`config.mk`:
```
export PLATFORM = sky130hd
export DESIGN_NAME = delay_path_prober
export DESIGN_NICKNAME = d
export VERILOG_FILES = /design/src/rtl/delay_path_prober_pkg.sv /design/src/rtl/delay_path_prober_sat_counter.sv /design/src/rtl/delay_path_prober.sv
export SDC_FILE = /design/constraint.sdc
export NUM_CORES = 1
export LEC_CHECK = 0
export CAP_MARGIN = 30
export CORE_MARGIN = 2
export CORE_UTILIZATION = 45
export CTS_CLUSTER_DIAMETER = 30
export DETAILED_ROUTE_END_ITERATION = 10
export GPL_ROUTABILITY_DRIVEN = 0
export HOLD_SLACK_MARGIN = 0.06
export PLACE_DENSITY = 0.67
export SLEW_MARGIN = 20
export SYNTH_ARGS = -nofsm -noshare
export SYNTH_HDL_FRONTEND = slang
export SYNTH_SLANG_ARGS = --single-unit
```
`constraint.sdc`:
```
create_clock -name clk -period 2.58 [get_ports clk]
set_input_delay 0.387 -clock clk [delete_from_list [all_inputs] [get_ports clk]]
set_output_delay 0.387 -clock clk [all_outputs]
set_load 0.01 [all_outputs]
```
`src/rtl/delay_path_prober_pkg.sv`:
```
// rtl/delay_path_prober_pkg.sv - shared sensor types and default sizes for the delay-chain prober
package delay_path_prober_pkg;

   typedef enum logic [2:0] {
      IDLE,
      LAUNCH,
      SETTLE,
      CAPTURE,
      DONE
   } prober_state_t;

   localparam int DEFAULT_WINDOW   = 1024;
   localparam int DEFAULT_CNT_W    = 16;
   localparam int DEFAULT_SETTLE_W = 4;

endpackage

```
`src/rtl/delay_path_prober_sat_counter.sv`:
```
// rtl/delay_path_prober_sat_counter.sv - saturating up-counter with synchronous clear and enable
module sat_counter #(
   parameter int W = 16
) (
   input  logic         clk,
   input  logic         rst,
   input  logic         clr,
   input  logic         en,
   output logic [W-1:0] count
);

   always_ff @(posedge clk or posedge rst) begin
      if (rst) begin
         count <= '0;
      end else if (clr) begin
         count <= '0;
      end else if (en && (count != '1)) begin
         count <= count + W'(1);
      end
   end

endmodule

```
`src/rtl/delay_path_prober.sv`:
```
// rtl/delay_path_prober.sv - launch/capture controller counting late or wrong delay-chain captures
module delay_path_prober
   import delay_path_prober_pkg::*;
#(
   parameter int WINDOW     = DEFAULT_WINDOW,
   parameter int CNT_W      = DEFAULT_CNT_W,
   parameter int SETTLE_W   = DEFAULT_SETTLE_W,
   parameter bit EXPECT_INV = 1'b0
) (
   input  logic                clk,
   input  logic                rst,
   input  logic                start,
   input  logic [SETTLE_W-1:0] settle_cycles,
   output logic                path_in,
   input  logic                path_out,
   output logic                busy,
   output logic                result_valid,
   input  logic                result_ready,
   output logic [CNT_W-1:0]    fail_count
);

   localparam int LW = (WINDOW > 1) ? $clog2(WINDOW) : 1;

   prober_state_t       state;
   prober_state_t       nextState;
   logic                enterLaunch;
   logic                clearCnt;
   logic                doCapture;
   logic                pathInQ;
   logic                expectQ;
   logic                pathOutQ;
   logic [SETTLE_W-1:0] settleLat;
   logic [SETTLE_W-1:0] settleCnt;
   logic [SETTLE_W-1:0] startSettle;
   logic [SETTLE_W-1:0] settleLoad;
   logic [LW-1:0]       launchCnt;

   assign startSettle = (settle_cycles == '0) ? SETTLE_W'(1) : settle_cycles;
   assign settleLoad  = (state == IDLE) ? startSettle : settleLat;

   always_ff @(posedge clk or posedge rst) begin
      if (rst) begin
         state <= IDLE;
      end else begin
         state <= nextState;
      end
   end

   // The toggle is registered on the edge entering LAUNCH, so LAUNCH itself is the first settle clock.
   always_comb begin
      nextState   = state;
      enterLaunch = 1'b0;
      clearCnt    = 1'b0;
      doCapture   = 1'b0;
      case (state)
         IDLE: begin
            if (start) begin
               nextState   = LAUNCH;
               enterLaunch = 1'b1;
               clearCnt    = 1'b1;
            end
         end
         LAUNCH, SETTLE: begin
            if (settleCnt == SETTLE_W'(1)) begin
               nextState = CAPTURE;
            end else begin
               nextState = SETTLE;
            end
         end
         CAPTURE: begin
            doCapture = 1'b1;
            if (launchCnt == LW'(WINDOW - 1)) begin
               nextState = DONE;
            end else begin
               nextState   = LAUNCH;
               enterLaunch = 1'b1;
            end
         end
         DONE: begin
            if (result_ready) begin
               nextState = IDLE;
            end
         end
         default: nextState = IDLE;
      endcase
   end

   always_ff @(posedge clk or posedge rst) begin
      if (rst) begin
         pathInQ   <= 1'b0;
         expectQ   <= 1'b0;
         pathOutQ  <= 1'b0;
         settleLat <= '0;
         settleCnt <= '0;
         launchCnt <= '0;
      end else begin
         pathOutQ <= path_out;
         if (clearCnt) begin
            settleLat <= startSettle;
         end
         if (enterLaunch) begin
            pathInQ   <= ~pathInQ;
            expectQ   <= ~pathInQ ^ EXPECT_INV;
            settleCnt <= settleLoad;
         end else if ((state == LAUNCH) || (state == SETTLE)) begin
            settleCnt <= settleCnt - SETTLE_W'(1);
         end
         if (clearCnt) begin
            launchCnt <= '0;
         end else if (doCapture) begin
            launchCnt <= launchCnt + LW'(1);
         end
      end
   end

   sat_counter #(
      .W(CNT_W)
   ) u_failCounter (
      .clk  (clk),
      .rst  (rst),
      .clr  (clearCnt),
      .en   (doCapture && (pathOutQ != expectQ)),
      .count(fail_count)
   );

   assign path_in      = pathInQ;
   assign busy         = (state != IDLE);
   assign result_valid = (state == DONE);

endmodule

```
==> flow_summary.ini <==
[floorplanning]
die_h_um = 73.2
io_pins = 28
die_w_um = 73.2
initial_core_util_pct = 46.3
dieArea_um2 = 5360
core_area_um2 = 4660
rows = 25

[sta]
period_share_pct = 83.1
finalHoldViolations = 0
final_max_slew_viol_count = 0
fin_ws_ps = 435
finalSetupViolations = 0
period_minus_slack_ps = 2140
relSlewSlack_pct = 66.3
grt_setup_unrepaired = no
worst_clock_skew_ps = 9.13
worst_slew_pin_slew_ps = 506
hold_ws_ps = 480
fmax_mhz = 466
fin_setup_tns_ps = 0

[flow_run]
cap_viol_max_count = 0

[power]
pwr-share-comb_pct = 39.5
cellLeakagePower_nw = 1.04
p_int_w = 0.00137
clockPowerShare_pct = 18.5
p_sw_w = 0.000819
seqPwrFrac_pct = 42.0
peakVddDrop_v = 0.000534
swShare_pct = 37.5
power.density_nw_per_um2 = 853

[final_layout]
drive_gt1_share_pct = 8.14
areaGrowthSynthToFinish_pct = 18.9
num-fill-cells = 426
finalNetCount = 270
final_cell_count_no_fill = 312
final_common_cell = dfrtp_1
num_antenna_cells = 0
final_cell_mix = dfrtp_1 (39), nand2_1 (28), clkdlybuf4s50_1 (27)
fin_util_pct = 55.0

[place]
detailed_place_hpwl_um = 3180
pre_cts_ws_ps = 460
dp.cells = 304
io_buffers = 27

[worst_hold_path]
min_path_cells = 2
hp-class = reg2reg

[global_routing]
overflow = 0
grt_pass1_vias = 1632
grt.total_usage_pct = 19.1
grt_antenna_before_repair = 0
grt_first_pass_wirelength_um = 7830
grt_max_degree = 40

[cts]
ctsHoldBuffers = 0
cts_buffers = 5
cts_setup_buffers = 0
cts_sinks = 39
post_cts_resized = 0
clockBufferDepth = 2
cts_tree = done
clkTransAtPathRegs_ps = 80
clkLatencyLatePin_ps = 300
cts_root_buffer = clkbuf_8
htreeDepth = 2

[synthesis]
synth_seq_cells = 39
ys_seq_area_share_pct = 45.2
yosys-top-cells-area = dfrtp_1 (45%), nand2_1 (4.9%), a21oi_1 (4.4%)
syn_inst = 229
yosysTopAreaCellShare_pct = 45.2
postSynthAreaPerCell_um2 = 9.42
syn_area_um2 = 2160
yosysWarningCount = 0
synthesis.nets = 242
yosysUniqueCellTypes = 41
synth.largest_area_cell = dfrtp_1

[setup_path]
worst_ep_arrival_time_ps = 2370
critPathKind = reg2reg
crit_fanout = 9
rrSetupSlack_ps = 440
cp-start-kind = flip-flop
required_ps = 2810
crit_path_end_kind = flip-flop
rr_worst_depth = 4

[routing]
dr.pass1.iters = 5
vias = 1777
routed_wl_um = 4580
wl_per_cell_um = 14.7
viasPerCell = 5.70
drc_errors = 0
antenna_left = 0
first_iter_violations = 175

[run_status]
status = completed
-- metal layers --
layer | share of wire [%] | GRT usage, % | wire [um] | vias up
li1 | - | - | - | 888
met4 | 1.7 | 7.41 | 76 | 0
met3 | 4.7 | 4.14 | 215 | 6
met1 | 46 | 26.9 | 2120 | 837
met5 | 0 | 0 | 0 | -
met2 | 47 | 28.7 | 2180 | 46
-- critical path, stage by stage (launching register included) --
cell and delay [ps]:
dfrtp_1 550, nand3b_4 130, or4b_1 690, or4_1 550
a21oi_1 150
-- kinds of logic after synthesis --
| logic type | Yosys count | synth area share, % |
|---|---|---|
| multiplexers | 10 | 4.70 |
| AO/OA/AOI/OAI | 42 | 12.3 |
| XOR/XNOR | 12 | 4.87 |
| adder cells (fa/ha/maj) | 4 | 2.32 |
| AND/OR/NAND/NOR | 103 | 26.6 |
| buffers and inverters | 19 | 4.00 |
| flip-flops | 39 | 45.2 |
-- per-stage QoR --
step	power [W]	instance area, um^2
floorplan	0.00157	2160
global placement	0.00178	2480
detailed placement	0.00180	2480
CTS	0.00221	2560
global route	0.00237	2560
finish	0.00219	2560
-- power groups by stage --
| stage | registers (W) | logic (W) | clock network [W] |
|---|---|---|---|
| 2_1_floorplan | 0.000876 | 0.000692 | 0 |
| 3_3_place_gp | 0.000923 | 0.000855 | 0 |
| 3_5_place_dp | 0.000928 | 0.000870 | 0 |
| 4_1_cts | 0.000918 | 0.000873 | 0.000419 |
| 5_1_grt | 0.000946 | 0.000982 | 0.000440 |
| 6_report | 0.000918 | 0.000864 | 0.000405 |
-- Yosys cell counts --
cell,count
dfrtp_1,39
nand2_1,28
a21oi_1,19
nand3_1,14
nor2_1,13
mux2i_1,9
or4_1,9
inv_1,8
o31ai_1,7
xnor2_1,7
and4_1,6
nor3_1,6
o21ai_0,6
clkbuf_1,5
nand4_1,5
xor2_1,5
and2_1,4
ha_1,4
or2_2,4
buf_2,3
nor4_1,3
or3_1,3
a311o_1,2
nor3b_1,2
o41ai_1,2
a21o_1,1
a221oi_1,1
a31o_2,1
and3_1,1
and3b_2,1
buf_1,1
buf_4,1
buf_6,1
mux2_2,1
nand3b_4,1
nand4b_1,1
nor3_2,1
o211ai_1,1
o2bb2ai_1,1
o311ai_0,1
or4b_1,1
-- final cells by class --
class                   instances  area (um^2)  area share, %
clock inverters                 1         5.00          0.195
multi-input cells             171         1100           42.9
flip-flops and latches         39          976           38.1
repair buffers                 32          308           12.0
inverters                       8         30.0           1.17
well taps                      54         67.6           2.64
clock buffers                   7         76.3           2.98
-- sequential cells by signal, indices dropped and copies added (netlist names) --
| register | count |
|---|---|
| state | 3 |
| expectQ | 1 |
| u_failCounter.count | 16 |
| pathOutQ | 1 |
| settleCnt | 4 |
| launchCnt | 10 |
| settleLat | 4 |
-- final timing paths --
kind	start	endpoint
setup / recovery	state[1]	u_failCounter.count[13]
hold / removal	settleLat[2]	settleLat[2]
setup reg to reg	state[1]	u_failCounter.count[13]
hold reg to reg	settleLat[2]	settleLat[2]
max in group asynchronous	rst	u_failCounter.count[1]
min in group asynchronous	rst	settleLat[1]
Note: power is estimated with default switching activity, not from simulation.
